$ cat src/rtl/pebble_pkg.sv
// Shared core constants and register-file types used by writeback, regfile and decoder.
package pebble_pkg;

    localparam int unsigned DW   = 8;
    localparam int unsigned NREG = 4;
    localparam int unsigned AW   = $clog2(NREG);

    typedef logic [AW-1:0] reg_addr_t;
    typedef logic [DW-1:0] word_t;

    // One register-file write: destination plus value.
    typedef struct packed {
        reg_addr_t addr;
        word_t     data;
    } wb_payload_t;

endpackage

$ cat src/rtl/wb_scoreboard.sv
// Tracks registers with an outstanding load and flags load/ALU protocol violations.
module wb_scoreboard
    import pebble_pkg::*;
(
    input  logic            clk,
    input  logic            rst_n,
    input  logic            issue,
    input  reg_addr_t       issue_dest,
    input  logic            ret,
    input  reg_addr_t       ret_dest,
    input  logic            alu_accept,
    input  reg_addr_t       alu_dest,
    output logic [NREG-1:0] pending,
    output logic            err_pulse_c
);

    logic [NREG-1:0] pending_nxt_c;

    // Issue is applied after return so a same-register pair leaves the bit set.
    always_comb begin
        pending_nxt_c = pending;
        if (ret) begin
            pending_nxt_c[ret_dest] = 1'b0;
        end
        if (issue) begin
            pending_nxt_c[issue_dest] = 1'b1;
        end
    end

    always_comb begin
        err_pulse_c = 1'b0;
        if (issue && pending[issue_dest] && !(ret && (ret_dest == issue_dest))) begin
            err_pulse_c = 1'b1;
        end
        if (ret && !pending[ret_dest]) begin
            err_pulse_c = 1'b1;
        end
        if (alu_accept && pending[alu_dest]) begin
            err_pulse_c = 1'b1;
        end
    end

    always_ff @(posedge clk) begin
        if (!rst_n) begin
            pending <= '0;
        end else begin
            pending <= pending_nxt_c;
        end
    end

endmodule

$ cat src/rtl/writeback_unit.sv
// Final pipeline stage: arbitrates load returns and ALU results onto the single
// register-file write port and reports per-register hazards to the decoder.
module writeback_unit
    import pebble_pkg::*;
(
    input  logic            clk,
    input  logic            rst_n,
    input  logic            alu_valid,
    output logic            alu_ready,
    input  logic [AW-1:0]   alu_dest,
    input  logic [DW-1:0]   alu_data,
    input  logic            ld_issue,
    input  logic [AW-1:0]   ld_issue_dest,
    input  logic            ld_valid,
    input  logic [AW-1:0]   ld_dest,
    input  logic [DW-1:0]   ld_data,
    output logic            write_enable,
    output logic [AW-1:0]   write_addr,
    output logic [DW-1:0]   write_data,
    output logic [NREG-1:0] reg_busy,
    output logic            err
);

    logic            hold_valid;
    wb_payload_t     hold;
    logic            alu_accept_c;
    logic [NREG-1:0] pending;
    logic            err_pulse_c;

    // Ready depends only on the hold buffer, so a held result is never overtaken.
    assign alu_ready    = !hold_valid;
    assign alu_accept_c = alu_valid && !hold_valid;

    wb_scoreboard u_scoreboard (
        .clk         (clk),
        .rst_n       (rst_n),
        .issue       (ld_issue),
        .issue_dest  (ld_issue_dest),
        .ret         (ld_valid),
        .ret_dest    (ld_dest),
        .alu_accept  (alu_accept_c),
        .alu_dest    (alu_dest),
        .pending     (pending),
        .err_pulse_c (err_pulse_c)
    );

    // Write-out priority: load return, then held ALU result, then bypassed ALU result.
    always_ff @(posedge clk) begin
        if (!rst_n) begin
            write_enable <= 1'b0;
            write_addr   <= '0;
            write_data   <= '0;
            hold_valid   <= 1'b0;
            hold         <= '0;
            err          <= 1'b0;
        end else begin
            if (ld_valid) begin
                write_enable <= 1'b1;
                write_addr   <= ld_dest;
                write_data   <= ld_data;
                if (alu_accept_c) begin
                    hold_valid <= 1'b1;
                    hold       <= wb_payload_t'{addr: alu_dest, data: alu_data};
                end
            end else if (hold_valid) begin
                write_enable <= 1'b1;
                write_addr   <= hold.addr;
                write_data   <= hold.data;
                hold_valid   <= 1'b0;
            end else if (alu_accept_c) begin
                write_enable <= 1'b1;
                write_addr   <= alu_dest;
                write_data   <= alu_data;
            end else begin
                write_enable <= 1'b0;
            end
            if (err_pulse_c) begin
                err <= 1'b1;
            end
        end
    end

    // Hazard view built from registered state only.
    always_comb begin
        reg_busy = '0;
        for (int unsigned r = 0; r < NREG; r++) begin
            reg_busy[r] = pending[r]
                        | (hold_valid && (hold.addr == AW'(r)))
                        | (write_enable && (write_addr == AW'(r)));
        end
    end

endmodule

$ cat config.mk
export PLATFORM = sky130hd
export DESIGN_NAME = writeback_unit
export DESIGN_NICKNAME = d
export VERILOG_FILES = /design/src/rtl/pebble_pkg.sv /design/src/rtl/wb_scoreboard.sv /design/src/rtl/writeback_unit.sv
export SDC_FILE = /design/constraint.sdc
export NUM_CORES = 1
export LEC_CHECK = 0
export CAP_MARGIN = 30
export CORE_UTILIZATION = 35
export DETAILED_ROUTE_END_ITERATION = 16
export PLACE_DENSITY_LB_ADDON = 0.08
export SLEW_MARGIN = 20
export SYNTH_ARGS = -nofsm -noshare
export SYNTH_HDL_FRONTEND = slang
export SYNTH_SLANG_ARGS = --single-unit
$ cat constraint.sdc
create_clock -name clk -period 1.31 [get_ports clk]
set_clock_uncertainty 0.05 [all_clocks]
set_input_delay 0.3275 -clock clk [delete_from_list [all_inputs] [get_ports clk]]
set_output_delay 0.3275 -clock clk [all_outputs]
set_load 0.05 [all_outputs]
==> results.py <==
metrics = {
    "sta": {
        "whs_ps": 423,
        "fin_tns_setup_ps": -4330,
        "finalHoldViolCount": 0,
        "rsz0062_at_grt": "yes",
        "slew_viol_final": 0,
        "worstMarginPinSlew_ps": 337,
        "slew_headroom": 0.776,
        "fin_crit_sh": 1.27,
        "fmax_mhz": 602,
        "worst_slack_ps": -351,
        "period_needed_ps": 1660,
        "finalSetupViolations": 26,
    },
    "finish": {
        "antenna_cells": 0,
        "nets": 253,
        "drive_gt1_frac": 0.378,
        "syn_to_final_growth_pct": 80.4,
    },
    "floorplanning": {
        "die_w_um": 64.7,
        "core_um2": 3720,
        "die_y_um": 64.7,
        "start_util": 0.371,
        "dieArea_um2": 4190,
        "rows": 22,
        "io_pins": 44,
    },
    "placement": {
        "portBuffers": 43,
        "place_ws_ps": -508,
        "dp_hpwl_mm": 2.81,
        "gp_congestion": 0.799,
    },
    "clock_network": {
        "cts_buffers": 3,
        "cts_sinks": 27,
        "hold_buffers": 0,
        "clock_path_buffers": 2,
        "clk_pin_slew_ps": 90,
        "cts_root_buf": "clkbuf_8",
        "insertion_delay_ps": 270,
        "cts.htree.levels": 1,
        "cts_tree": "done",
    },
    "synth": {
        "synth_flop_cell": "dfxtp_1",
        "synth_top_cell_area_share": 0.392,
        "yosysTopAreaCell": "dfxtp_1",
        "synth_cells": 154,
        "synth_nets": 181,
        "ys_seq_area_frac": 0.392,
        "synth_edf_count": 0,
        "async_reset_ff_frac": 0,
        "ys.warnings.count": 0,
        "synth_cell_types": 32,
        "ys_top_cells_by_count": "dfxtp_1, nor2_1, nand2_1, a21oi_1",
        "ys_ff_latch": 27,
        "syn_area_um2": 1380,
        "synth_area_leaders": "dfxtp_1, mux2i_1, nand3b_1",
        "post-synth-top-count-cell": "dfxtp_1",
        "avgSynthCellArea_um2": 8.95,
    },
    "global_route": {
        "antenna_found_initial": 0,
        "grt_usage": 0.192,
        "grt_pass1_vias": 1408,
        "grt_pass1_wl_mm": 6.30,
        "grt-ovfl-total": 0,
        "grt_max_degree": 28,
    },
    "run": {
        "cap_violations": 0,
    },
    "worst_setup_path": {
        "start_kind": "flip-flop",
        "critical-path-max-stage-delay_ps": 370,
        "setup.worst_path.class": "reg -> out",
        "crit_required_ps": 930,
        "arrival_ps": 1280,
        "reg2reg_from": "hold_valid",
        "worstPathCellList": "clkinvlp_4 -> nor3_1 -> a311o_2 -> buf_12",
        "startpoint": "hold_valid",
        "critPathSlowestCell": "dfxtp_4",
        "end_kind": "output port",
        "critPathMaxFanout": 3,
    },
    "route": {
        "wl_per_cell_um": 14.5,
        "vias_per_cell": 5.15,
        "wirelength_mm": 3.97,
        "drt_iter0_drc": 64,
        "vias": 1407,
        "postRouteAntennaNets": 0,
        "first_pass_iters": 5,
        "drc": 0,
    },
    "status": {
        "outcome": "complete, but fails checks",
        "violations": "negative setup slack",
    },
    "min_path": {
        "min_from": "alu_dest[1]",
        "holdCritPathClass": "in -> reg",
    },
    "power_and_ir_drop": {
        "total_power_uw": 2160,
        "pwr_density_cell_nw_per_um2": 868,
        "peakVddDrop_uv": 711,
        "leakage_uw": 0.00105,
    },
}
[power breakdown]
part | internal [uW] | switching [uW] | total [uW] | leakage [uW]
Sequential | 869 | 54.1 | 923 | 0.000226
Clock | 213 | 262 | 475 | 0.0000255
Combinational | 410 | 350 | 760 | 0.000794
Total | 1490 | 666 | 2160 | 0.00105
[registers in the layout (all words and copies together) (netlist names)]
signal / cells
u_scoreboard.pending: 4
write_enable: 1
write_data: 8
write_addr: 2
hold: 10
err: 1
hold_valid: 1
[worst max-delay path, delay by kind of cell (launching register included)]
family | cells | cell delay [ps]
AND/OR/NAND/NOR | 1 | 50
flip-flops | 1 | 370
buffers and inverters | 2 | 250
AO/OA/AOI/OAI | 1 | 330
[layer usage]
layer	global-route usage	vias up	share of wire
met5	0	-	0
met4	0.0528	0	0.0055
met3	0.0317	2	0.039
met2	0.359	32	0.54
met1	0.219	679	0.41
li1	-	694	-
[path summary, 6_finish.rpt]
| check | to | slack, ps | depth (start not counted) |
|---|---|---|---|
| max reg2reg | hold[3] | -200 | 7 |
| min reg2reg | write_data[7] | 460 | 2 |
| min | hold[9] | 420 | 4 |
| max | reg_busy[0] | -350 | 4 |
[cell usage in the layout, fill, tap and decap left out, drive strengths merged, types with 6 or more instances in the layout]
cell | synthesis | routed
buf | 8 | 51
a21oi | 12 | 12
a21o | 7 | 7
nand3b | 10 | 10
nand2 | 13 | 13
clkdlybuf4s50 | 0 | 18
dfxtp | 27 | 27
a22oi | 6 | 6
nor2 | 14 | 14
mux2i | 10 | 10
[cell families (layout without fill, tap and decap cells)]
group / count (synthesis) / after routing / share of synthesized area
simple gates: 49 / 49 / 0.185
compound gates: 42 / 42 / 0.200
flops: 27 / 27 / 0.392
buf+inv: 18 / 89 / 0.0636
mux: 16 / 16 / 0.146
xor+xnor: 2 / 2 / 0.0127
[metrics by stage]
step	cell area [um2]	utilization	instances
after floorplan	1430	-	154
after global placement	2220	0.598	261
after detailed placement	2220	0.598	261
after CTS	2390	0.643	270
after global routing	2480	0.669	273
final	2480	0.669	273
[final cells by class]
type / count / area [um2]
fill: 307 / 1230
clock inverter: 1 / 5.00
timing repair buffer: 78 / 940
sequential: 27 / 558
inverter: 7 / 30.0
multi-input combinational: 109 / 851
tap: 48 / 60.1
clock buffer: 3 / 41.3
[repair_timing]
action | 4_1_cts | 5_1_grt
setup endpoints to repair | 32 | 30
resized for setup | 28 | 14
cloned | 0 | 1
pin swaps | 3 | 16
setup buffers | 5 | 2
(Power assumes the default switching activity.)
